`src/rtl/pb_mem_loader.sv`:
```
// Pushbutton-driven memory loader: lets a user enter address/data on hex keys and
// write or read memory directly, taking the memory port away from the CPU meanwhile.
module pb_mem_loader #(
  parameter int ADDR_W  = 32,
  parameter int DATA_W  = 32,
  parameter int TIMEOUT = 255
) (
  input  logic              hz100,
  input  logic              reset,
  input  logic [20:0]       pb,
  input  logic [ADDR_W-1:0] cpu_addr,
  input  logic [DATA_W-1:0] cpu_wdata,
  input  logic              cpu_we,
  input  logic              cpu_re,
  input  logic [DATA_W-1:0] mem_rdata,
  input  logic              mem_ack,
  output logic [ADDR_W-1:0] mem_addr,
  output logic [DATA_W-1:0] mem_wdata,
  output logic              mem_we,
  output logic              mem_re,
  output logic              cpu_stall,
  output logic              fpga_mode,
  output logic [31:0]       disp_word,
  output logic [3:0]        status
);

  typedef enum logic [2:0] {
    S_CPU, S_ADDR, S_DATA, S_WRITE, S_READ, S_SHOW
  } state_t;

  state_t state, state_nxt;

  logic [20:0]       pb_p0, pb_p1, pb_p2;
  logic [20:0]       edges;
  logic              unused_pb;
  logic [4:0]        dig;
  logic              ev_mode, ev_clear, ev_enter, ev_rw, ev_digit;
  logic [ADDR_W-1:0] addr_sr, addr_reg;
  logic [DATA_W-1:0] data_sr, data_reg, rd_reg;
  logic [15:0]       cnt;
  logic              rw, err, busy, expired;

  function automatic logic [4:0] lowest_digit(input logic [15:0] e);
    logic [4:0] r;
    r = '0;
    for (int i = 15; i >= 0; i--)
      if (e[i]) r = {1'b1, 4'(i)};
    return r;
  endfunction

  // Stage p0/p1: two-flop synchronizer; p2 holds the previous synchronized value
  always_ff @(posedge hz100) begin
    if (reset) begin
      pb_p0 <= '0;
      pb_p1 <= '0;
      pb_p2 <= '0;
    end else begin
      pb_p0 <= pb;
      pb_p1 <= pb_p0;
      pb_p2 <= pb_p1;
    end
  end

  assign edges     = pb_p1 & ~pb_p2;
  assign unused_pb = edges[20];
  assign dig       = lowest_digit(edges[15:0]);

  // At most one event per cycle: MODE > CLEAR > ENTER > RW > digit
  assign ev_mode  = edges[18];
  assign ev_clear = edges[17] & ~edges[18];
  assign ev_enter = edges[16] & ~|edges[18:17];
  assign ev_rw    = edges[19] & ~|edges[18:16];
  assign ev_digit = dig[4] & ~|edges[19:16];

  assign expired = (cnt == 16'(TIMEOUT - 1));

  always_ff @(posedge hz100) begin
    if (reset) state <= S_CPU;
    else       state <= state_nxt;
  end

  always_comb begin
    state_nxt = state;
    mem_addr  = addr_reg;
    mem_wdata = data_reg;
    mem_we    = 1'b0;
    mem_re    = 1'b0;
    fpga_mode = 1'b1;
    busy      = 1'b0;
    disp_word = 32'(addr_sr);
    case (state)
      S_CPU: begin
        mem_addr  = cpu_addr;
        mem_wdata = cpu_wdata;
        mem_we    = cpu_we;
        mem_re    = cpu_re;
        fpga_mode = 1'b0;
        disp_word = 32'(cpu_addr);
        if (ev_mode) state_nxt = S_ADDR;
      end
      S_ADDR: begin
        if (ev_mode)       state_nxt = S_CPU;
        else if (ev_enter) state_nxt = rw ? S_READ : S_DATA;
      end
      S_DATA: begin
        disp_word = 32'(data_sr);
        if (ev_mode)       state_nxt = S_CPU;
        else if (ev_enter) state_nxt = S_WRITE;
      end
      S_WRITE: begin
        mem_we    = 1'b1;
        busy      = 1'b1;
        disp_word = 32'(addr_reg);
        if (mem_ack || expired) state_nxt = S_ADDR;
      end
      S_READ: begin
        mem_re    = 1'b1;
        busy      = 1'b1;
        disp_word = 32'(addr_reg);
        if (mem_ack)      state_nxt = S_SHOW;
        else if (expired) state_nxt = S_ADDR;
      end
      S_SHOW: begin
        disp_word = 32'(rd_reg);
        if (ev_mode)       state_nxt = S_CPU;
        else if (ev_clear) state_nxt = S_ADDR;
        else if (ev_enter) state_nxt = S_READ;
      end
      default: state_nxt = S_CPU;
    endcase
  end

  assign cpu_stall = fpga_mode;
  assign status    = {err, rw, fpga_mode, busy};

  always_ff @(posedge hz100) begin
    if (reset) begin
      addr_sr  <= '0;
      addr_reg <= '0;
      data_sr  <= '0;
      data_reg <= '0;
      rd_reg   <= '0;
      cnt      <= '0;
      rw       <= 1'b0;
      err      <= 1'b0;
    end else begin
      cnt <= '0;
      case (state)
        S_CPU: begin
          if (ev_mode) addr_sr <= '0;
        end
        S_ADDR: begin
          if (ev_clear)      addr_sr  <= '0;
          else if (ev_enter) addr_reg <= addr_sr;
          else if (ev_digit) addr_sr  <= {addr_sr[ADDR_W-5:0], dig[3:0]};
          if (ev_rw) rw <= ~rw;
        end
        S_DATA: begin
          if (ev_clear)      data_sr  <= '0;
          else if (ev_enter) data_reg <= data_sr;
          else if (ev_digit) data_sr  <= {data_sr[DATA_W-5:0], dig[3:0]};
          if (ev_rw) rw <= ~rw;
        end
        S_WRITE, S_READ: begin
          if (mem_ack) begin
            err <= 1'b0;
            if (state == S_WRITE) addr_sr <= addr_reg + ADDR_W'(4);
            else                  rd_reg  <= mem_rdata;
          end else if (expired) begin
            err     <= 1'b1;
            addr_sr <= addr_reg;
          end else begin
            cnt <= cnt + 16'd1;
          end
        end
        S_SHOW: begin
          if (ev_clear)      addr_sr  <= addr_reg;
          else if (ev_enter) addr_reg <= addr_reg + ADDR_W'(4);
          if (ev_rw) rw <= ~rw;
        end
        default: ;
      endcase
    end
  end

endmodule

```
`config.mk`:
```
export PLATFORM = sky130hd
export DESIGN_NAME = pb_mem_loader
export DESIGN_NICKNAME = d
export VERILOG_FILES = /design/src/rtl/pb_mem_loader.sv
export SDC_FILE = /design/constraint.sdc
export NUM_CORES = 1
export LEC_CHECK = 0
export ABC_AREA = 1
export BUFFER_PORTS_ARGS = -buffer_cell sky130_fd_sc_hd__buf_2
export CAP_MARGIN = 20
export CORE_MARGIN = 2
export CORE_UTILIZATION = 60
export CTS_CLUSTER_SIZE = 14
export DETAILED_ROUTE_END_ITERATION = 7
export GPL_TIMING_DRIVEN = 0
export PLACE_DENSITY = 0.86
export SLEW_MARGIN = 10
export SYNTH_ARGS = -nofsm -noshare
export SYNTH_HDL_FRONTEND = slang
export SYNTH_SLANG_ARGS = --single-unit
```
`constraint.sdc`:
```
create_clock -name hz100 -period 5.22 [get_ports hz100]
set_clock_uncertainty 0.05 [all_clocks]
set_input_delay 0.261 -clock hz100 [delete_from_list [all_inputs] [get_ports hz100]]
set_output_delay 0.261 -clock hz100 [all_outputs]
set_load 0.02 [all_outputs]
```
== Word level (Yosys, flattened, before mapping) ==
Cells that the tools add are included.

* Bits in writable memories: 0
* Logic and storage cells: 125
* Input port bits: 122
* Bits in latches: 0
* Memories: 0
* Register bits: 241
* Output and inout port bits: 104
* Memory bits (read-only): 0

* Multiply operators: 0
* Equality and inequality tests: 22
* Reductions and logical operators: 23
* Bitwise logic cells: 11
* Order comparisons: 0
* Muxes and demuxes: 55
* Shift-type cells: 0
* Add/subtract/negate cells: 2
* Div/mod/pow operators: 0

{| class="wikitable"
|+ Operators by type and width
! operator !! count
|-
| 32-bit 2-to-1 mux || 17
|-
| 32-bit one-hot mux with 4 select lines || 2
|-
| 5-bit 2-to-1 mux || 16
|-
| 32-bit one-hot mux with 2 select lines || 1
|-
| 3-bit 2-to-1 mux || 12
|-
| 32-bit by 3-bit adder with 32-bit output (second input constant) || 1
|-
| 20-bit AND || 1
|-
| 20-bit inverter || 1
|-
| 3-bit one-hot mux with 6 select lines || 1
|-
| 16-bit by 1-bit adder with 16-bit output (second input constant) || 1
|-
| 16-bit by 8-bit == test with 1-bit output (second input constant) || 1
|-
| 2-bit inequality test (second input constant) || 8
|-
| 3-bit inequality test (second input constant) || 5
|-
| 3-bit AND reduction || 3
|-
| 4-bit OR reduction || 2
|-
| 7-bit AND reduction || 1
|-
| 3-bit by 2-bit == test with 1-bit output (second input constant) || 2
|-
| 3-bit == test (second input constant) || 2
|-
| 6-bit AND reduction || 1
|-
| 2-bit nonzero test || 3
|-
| 3-bit OR reduction || 2
|-
| 1-bit inverter || 5
|-
| 5-bit AND reduction || 1
|-
| 1-bit AND || 4
|-
| other kinds (12) || 20
|}

== Logic depth before layout (Yosys ltp) ==
Gate-level depths: netlist of the first run.

* Word-level depth: 23
* Mapped depth: 18

== Worst setup path after synthesis of the first run ==
OpenSTA, ideal clock, no wires.

* Path kind: register to output
* Start: register state[1]
* End: output port disp_word[11]
* Slack: 3.183 ns
* Data arrival time: 1.726 ns
* Stages on the path, launching flop included: 10
* Cells stage by stage: dfxtp_1 -> inv_1 -> nand2_1 -> nor2_2 -> nor2_1 -> inv_1 -> nor2_1 -> clkbuf_1 -> nand2_1 -> o211ai_1

* Word-level cells in the longest chain between the ends: 3
* Elaborated cells between the ends (all ways): 7

{| class="wikitable"
|+ RTL lines
! element !! RTL line !! source
|-
| start: declaration || 31 || <nowiki>state_t state, state_nxt;</nowiki>
|-
| start signal: assignment || 79 || <nowiki>else state <= state_nxt;</nowiki>
|-
| 3-bit by 2-bit == test with 1-bit output / 3-bit == test (equally long branches) || 91 || <nowiki>case (state)</nowiki>
|-
| 2-bit OR reduction (no source line) || -- ||
|-
| 32-bit one-hot mux with 4 select lines (*) || 91 ||
|-
| end: declaration || 23 || <nowiki>output logic [31:0] disp_word,</nowiki>
|}

Every way passes the cells marked *; elsewhere a longest branch is shown, timed or not.

== Worst setup path after layout of the first run ==
* Start: register state[2]
* End: output port mem_addr[14]

* Word-level cells in the longest chain between the ends: 2

{| class="wikitable"
|+ RTL lines
! element !! RTL line !! source
|-
| 3-bit logical NOT || 91 ||
|-
| 32-bit 2-to-1 mux || 91 ||
|-
| end: declaration || 17 || <nowiki>output logic [ADDR_W-1:0] mem_addr,</nowiki>
|}

No other way between the ends.

==> impl_summary.log, run 1 <==
INFO  metric wirelength = between 40,000 and 50,000 um
INFO  metric largest_net_degree_at_the_start_of_global_routing = 15
INFO  metric detail-route-antenna-nets = 0
INFO  metric slew_viol_final = 0
INFO  metric post_synth_inst_count = between 1,500 and 2,000
INFO  metric synthesis.yosys.warnings = 0
INFO  metric synth-edff-count = 0
INFO  metric num-fill-cells = approximately 1,600
INFO  metric synth_sequential_area_ratio = 0.4098
INFO  metric synth_area_leader_cell = dfxtp_1
INFO  metric global_route.usage.total = 0.4475
INFO  metric min_period_over_period = 0.7382
INFO  metric mappedNetlistArea = approximately 12,000 um2
INFO  metric average_wire_length_per_cell_after_detail_routing = roughly 20 um
INFO  metric placement.setup.worst_slack = 2.207 ns
INFO  metric synth_top_cell_area_share = 0.4098
INFO  metric die_area = around 21,000 um2
INFO  metric achievable-frequency = 0.2595 GHz
INFO  metric timing.critical_path.from_type = flip-flop
INFO  metric async_sr_flop_fraction = 0
INFO  metric syn_area_per_cell = ~6.7 um2
INFO  metric post-route-min-period = between 3 and 4 ns
INFO  metric final.setup.worst_slack = around 1.4 ns
INFO  metric path_max_fanout = 10
INFO  metric worst_vdd_drop = 0.3062 mV
INFO  metric drt_pass1_iterations = 8
INFO  metric detailroute.via_count = ~14,000
INFO  metric cts_num_sinks = about 240
INFO  metric grt_pass1_vias = between 10,000 and 15,000
INFO  metric postSynthRegisterBits = ~240
INFO  metric drc_viols = 13
INFO  metric drive_gt1_frac = 0.1582
INFO  metric antenna_found_initial = 2
INFO  metric placeableCoreArea = approximately 19,000 um2
INFO  metric worst_ep_required_time = between 4 and 5 ns
INFO  metric global_route.overflow_total = 0
INFO  metric netlist_top_cells_area = dfxtp_1 41%, nand2_1 15%, a21oi_1 8.3%
INFO  metric totalNegativeSetupSlack = 0 ns
INFO  metric gp_routability_congestion = between 1 and 1.5
INFO  metric floorplan.initialDensity = 0.6089
INFO  metric cts_clock_pin_slew_for_the_worst_setup_and_hold_paths = around 0.06 ns
INFO  metric synth_flop_cell = dfxtp_1
INFO  metric dpl_wire_length = approximately 34,000 um
INFO  metric first_pass_grt_wire_length = about 71,000 um
INFO  metric place.port_buffers = 223
INFO  metric cts_root_buffer = clkbuf_16
INFO  metric timing.hold.worst.start = mem_rdata[27]
INFO  metric antenna_cells = 0
INFO  metric max_slew_margin = 0.3929
INFO  metric setup.worst_path.end_class = output pin
INFO  metric ys_types = 39
INFO  metric finalHoldViolCount = 0
INFO  metric io_pins = 226
INFO  metric power_density = between 400 and 500 nW/um2
INFO  metric p_leak = about 5.8 nW
INFO  metric grt_setup_unrepaired = no
INFO  metric tritoncts = built
INFO  metric failed_checks = DRC
INFO  metric number_of_cells_upsized_or_downsized_after_cts = 0
INFO  metric first_iter_violations = roughly 1,700
INFO  metric worst_slew_pin_slew = between 0.9 and 1 ns
INFO  metric num-nets-final = between 2,000 and 2,500
INFO  metric area.growth.synth_to_final = 23.01%
INFO  metric reg2reg_from = state[2]
INFO  metric vias_per_cell = 6.065
INFO  metric hold_class = input pin to flip-flop
INFO  metric setup-violations-final = 0
INFO  metric clock_tree.buffer_depth = 3
INFO  metric critPathLaunch = state[2]
INFO  metric yosys.cell_count.top_type = nand2_1
INFO  metric die_x = roughly 140 um
INFO  metric num_rows = about 50
INFO  metric die_height = ~140 um
INFO  metric h_tree_lvls = 1
INFO  metric insertion_delay = around 0.53 ns
INFO  metric drv.max_cap_violation_count = 0
INFO  metric syn_nets = ~1,900
INFO  metric status = finished, violations left
INFO  metric cp.arrival = roughly 3.5 ns
INFO  metric numCtsBuffers = 25
INFO  metric synthTopCellsByCount = 477 x nand2_1, 241 x dfxtp_1, 195 x a21oi_1, 159 x inv_1, 152 x nor2_1
INFO  metric worst-setup-path-type = flip-flop to output pin
==> per-stage QoR <==
step | power [W] | area, um2 | utilization | cells | hold WS, ns
finish | 0.006318 | 14480 | 0.7490 | 2320 | 0.007599
global route | 0.006502 | 14480 | 0.7490 | 2320 | 0.004121
CTS | 0.006172 | 14470 | 0.7485 | 2319 | 0.002091
detailed placement | 0.004354 | 13220 | 0.6838 | 2233 | 0.3455
global placement | 0.004334 | 13220 | 0.6838 | 2233 | 0.3407
floorplan | 0.003471 | 11770 | - | 1745 | 0.3180
==> layout make-up <==
cell class / count / area [um2] / area share
multi-input combinational: 1225 / 5842 / 0.4034
sequential: 241 / 4825 / 0.3331
timing repair buffer: 265 / 1536 / 0.1061
clock buffer: 34 / 719.4 / 0.04968
inverter: 168 / 630.6 / 0.04354
buffer: 111 / 476.7 / 0.03292
tap: 265 / 331.6 / 0.02289
clock inverter: 11 / 121.4 / 0.008380
==> where the power goes <==
group	switching [W]	total (W)	internal, W
clock network	0.000778	0.00185	0.00107
registers	0.0000740	0.00202	0.00194
logic	0.00181	0.00246	0.000641
==> final timing paths <==
check,end,slack (ns),cells past startpoint
max,mem_addr[14],1.37,9
min,rd_reg[27],0.008,3
max reg2reg,data_reg[20],2.19,10
min reg2reg,pb_p1[1],0.36,2
==> cell usage in the layout, fill, tap and decap left out, types with 5 or more instances in the layout <==
cell type	n
nand2_1	477
dfxtp_1	241
buf_2	240
a21oi_1	195
inv_1	159
nor2_1	152
o21ai_0	131
clkbuf_1	83
nand3_1	64
dlygate4sd3_1	42
o211ai_1	33
xor2_1	27
nand4_1	26
clkbuf_16	25
a221oi_1	23
nor3_1	15
or2_2	14
o22ai_1	12
buf_4	10
nor4_1	10
inv_2	8
nor3b_1	6
clkbuf_8	6
a22oi_1	5
o221ai_1	5
==> worst max-delay path, cell delays in order, from the launching register on <==
cell      delay (ns)
dfxtp_1         0.30
buf_4           0.18
nor2_1          0.17
inv_2           0.07
nor2_4          0.21
clkbuf_1        0.53
clkbuf_1        0.74
nand2_1         0.29
o21ai_0         0.26
buf_2           0.25
==> what timing repair did <==
| item | CTS | global route |
|---|---|---|
| hold buffers | 41 | 1 |
| hold endpoints to repair | 41 | 1 |
| setup buffers | 0 | 0 |
==> metal layers <==
metal / global-route usage / share of wire / wire length (um) / up-vias
li1: - / - / - / 6326
met1: 0.5400 / 0.36 / 17280 / 6407
met2: 0.7053 / 0.44 / 21110 / 1075
met3: 0.1248 / 0.12 / 5823 / 259
met4: 0.2833 / 0.069 / 3304 / 4
met5: 0 / 0.00059 / 28 / -
==> cell families (layout without fill, tap and decap cells) <==
kind of cell               count (synthesis)  after routing  share of synthesized area
and+or+nand+nor                          778            778                     0.2749
buffers and inverters                    279            589                    0.09405
AOI/OAI and AO/OA                        415            415                     0.1964
xor gates and xnor gates                  28             28                    0.02083
DFF                                      241            241                     0.4098
adders and majority gates                  3              3                   0.003188
muxes                                      1              1                  0.0008502
(Power assumes the default switching activity.)
==> run 2, diff against run 1 <==
- CORE_UTILIZATION: 60 -> 50
- PLACE_DENSITY: 0.86 -> 0.76
- clock period: 5.22 -> 3.3 ns (I/O delays scaled with it)
==> impl_summary.log, run 2 (same netlist as run 1, synthesis figures left out) <==
INFO  metric critPathLaunch = state[2]
INFO  metric detailed_routed_wire_length_on_met2 = 21,070 um (-0.19%)
INFO  metric totalNegativeSetupSlack = 0 ns (unchanged)
INFO  metric worst_ep_required_time = 3.08 ns (-1.83 ns)
INFO  metric cts_clock_pin_slew_for_the_worst_setup_and_hold_paths = 0.06 ns (about the same)
INFO  metric gp_routability_congestion = 1.050 (-1.3%)
INFO  metric list_of_cells_traversed_by_the_critical_path = buf_4, nor2_1, inv_2, nor2_2, clkbuf_1, a21oi_1, o211ai_1, buf_2
INFO  metric drt_pass1_iterations = 7 (-1)
INFO  metric cts_root_buffer = clkbuf_16
INFO  metric achievable-frequency = 0.3075 GHz
INFO  metric worstHoldEndpoint = addr_sr[6]
INFO  metric top_library_cells_by_usage_in_the_layout_fill_and_taps_aside = 477 x nand2_1, 241 x buf_2, 241 x dfxtp_1, 195 x a21oi_1, 159 x inv_1
INFO  metric num_rows = 56 (+9.8%)
INFO  metric h_tree_lvls = 1 (unchanged)
INFO  metric clock_tree.buffer_depth = 3 (unchanged)
INFO  metric antenna_found_initial = 0 (-2)
INFO  metric area.growth.synth_to_final = 24.81%
INFO  metric drc_viols = 0 (-13)
INFO  metric most_common_cell_after_layout_fill_and_taps_aside = nand2_1
INFO  metric io_pins = 226 (unchanged)
INFO  metric wirelength = 46,930 um (-1.3%)
INFO  metric detailroute.via_count = 13,465 (-4.3%)
INFO  metric power_density = 683.4 nW/um2 (+57%)
INFO  metric post-route-min-period = between 3 and 4 ns
INFO  metric cts_num_sinks = 241 (unchanged)
INFO  metric antenna_cells = 0 (unchanged)
INFO  metric hold_class = input pin to flip-flop
INFO  metric worst_slew_pin_slew = 0.8148 ns (-0.09584 ns)
INFO  metric global_route.overflow_total = 0 (unchanged)
INFO  metric slew_viol_final = 0 (unchanged)
INFO  metric largest_net_degree_at_the_start_of_global_routing = 14 (-1)
INFO  metric worst-setup-path-type = flip-flop to output pin
INFO  metric met3_wirelength = 4545 um (-22%)
INFO  metric dpl_wire_length = 35,940 um (+4.5%)
INFO  metric finalHoldViolCount = 0 (unchanged)
INFO  metric insertion_delay = 0.54 ns (about the same)
INFO  metric setup-violations-final = 0 (unchanged)
INFO  metric min_period_over_period = 0.9854
INFO  metric die_area = 24,790 um2 (+19%)
INFO  metric detail_route.wirelength.met1 = 18,910 um (+9.4%)
INFO  metric r2r_slack = 0.15 ns (-2.04 ns)
INFO  metric reg2reg_from = state[2]
INFO  metric timing.hold.worst.start = mem_ack
INFO  metric die_x = 157.5 um (+9.3%)
INFO  metric setup.worst_path.end_class = output pin
INFO  metric status = complete, no violations
INFO  metric cp.arrival = 3.04 ns (-0.50 ns)
INFO  metric numCtsBuffers = 26 (+4.0%)
INFO  metric grt_pass1_vias = 12,458 (-4.9%)
INFO  metric global_route.usage.total = 0.3695 (-0.07802)
INFO  metric p_leak = 5.890 nW (+1.3%)
INFO  metric vias_per_cell = 5.646 (-6.9%)
INFO  metric num-nets-final = 2,172 (+0.46%)
INFO  metric floorplan.initialDensity = 0.5061 (-0.1028)
INFO  metric detail-route-antenna-nets = 0 (unchanged)
INFO  metric average_wire_length_per_cell_after_detail_routing = 19.68 um (-4.0%)
INFO  metric rr_endpoint = data_reg[29]
INFO  metric slowest_delay = 0.52 ns (-0.22 ns)
INFO  metric place.port_buffers = 223 (unchanged)
INFO  metric path_max_fanout = 10 (unchanged)
INFO  metric highest_layer = met4
INFO  metric min_path_cells = 4 (+1)
INFO  metric cpMaxStageDelayCell = nor2_2
INFO  metric max_slew_margin = 0.4526 (+0.05971)
INFO  metric first_pass_grt_wire_length = 69,950 um (-1.7%)
INFO  metric grt_setup_unrepaired = no
INFO  metric tritoncts = built
INFO  metric worst_vdd_drop = 0.4286 mV (+40%)
INFO  metric layout.core_utilization = 0.6317 (-0.1173)
INFO  metric ff2ff_path_depth = 10 (unchanged)
INFO  metric drive_gt1_frac = 0.1621 (+0.003998)
INFO  metric drv.max_cap_violation_count = 0 (unchanged)
INFO  metric first_iter_violations = 1,472 (-13%)
INFO  metric placeableCoreArea = 23,260 um2 (+20%)
INFO  metric timing.critical_path.from_type = flip-flop
INFO  metric die_height = 157.5 um (+9.3%)
## run 2: changes by cell type in the layout (fill, tap and decap cells not counted), sizes merged
cell / previous run / this run
clkbuf: 115 / 120
buf: 253 / 254
clkinv: 7 / 3
dlygate4sd3: 42 / 52
inv: 168 / 167
bufinv: 2 / 1
clkinvlp: 2 / 3
## run 2: where the power goes
group | total [W] | internal (W) | switching [W]
logic | 0.00389 | 0.00104 | 0.00285
registers | 0.00320 | 0.00308 | 0.000122
clock network | 0.00295 | 0.00175 | 0.00120
total | 0.0100 | 0.00586 | 0.00418
## run 2: how the worst max path moves through the flow
stage	endpoint	slack, ns	cells past startpoint
final	disp_word[15]	0.05	8
after floorplan	addr_reg[22]	1.33	13
after global routing	disp_word[11]	0.03	10
after detailed placement	data_reg[29]	0.05	10
after CTS	disp_word[16]	0.05	10
after global placement	data_reg[30]	0.06	10
## run 2: critical path, delay by kind of cell, from the launching register on
| kind | cells | cell delay (ns) |
|---|---|---|
| buffers and inverters | 4 | 1.02 |
| AND/OR/NAND/NOR | 2 | 0.77 |
| AO/OA/AOI/OAI | 2 | 0.41 |
| flip-flops | 1 | 0.30 |
## run 2: layout make-up
type                            count  area (um2)
Sequential cell                   241        4825
Buffer                            110       486.7
Clock inverter                      6       62.56
Clock buffer                       41       808.3
Fill cell                        2158        8567
Inverter                          168       630.6
Multi-Input combinational cell   1225        5847
Timing Repair Buffer              275        1637
Tap cell                          319       399.1
## run 2: stage by stage
step | setup WS [ns] | total power, W | hold WS (ns) | std cells | instance area [um2]
6_report | 0.04815 | 0.01004 | 0.1049 | 2385 | 14700
2_1_floorplan | 1.333 | 0.005491 | 0.2220 | 1745 | 11770
3_3_place_gp | 0.05811 | 0.006962 | 0.3148 | 2287 | 13290
3_5_place_dp | 0.04737 | 0.006973 | 0.3214 | 2287 | 13290
4_1_cts | 0.05351 | 0.009954 | 0.09106 | 2386 | 14690
5_1_grt | 0.02548 | 0.01040 | 0.1033 | 2385 | 14700
## run 2: timing repair
item	CTS	global route
hold buffers	52	0
setup buffers	0	0
resized for setup	7	11
hold endpoints to repair	52	0
setup endpoints to repair	38	17
## run 2: per-layer routing
layer / vias to the layer above / GRT usage
li1: 6332 / -
met1: 6178 / 0.4814
met2: 793 / 0.5976
met3: 162 / 0.05699
met4: 0 / 0.1810
met5: - / 0
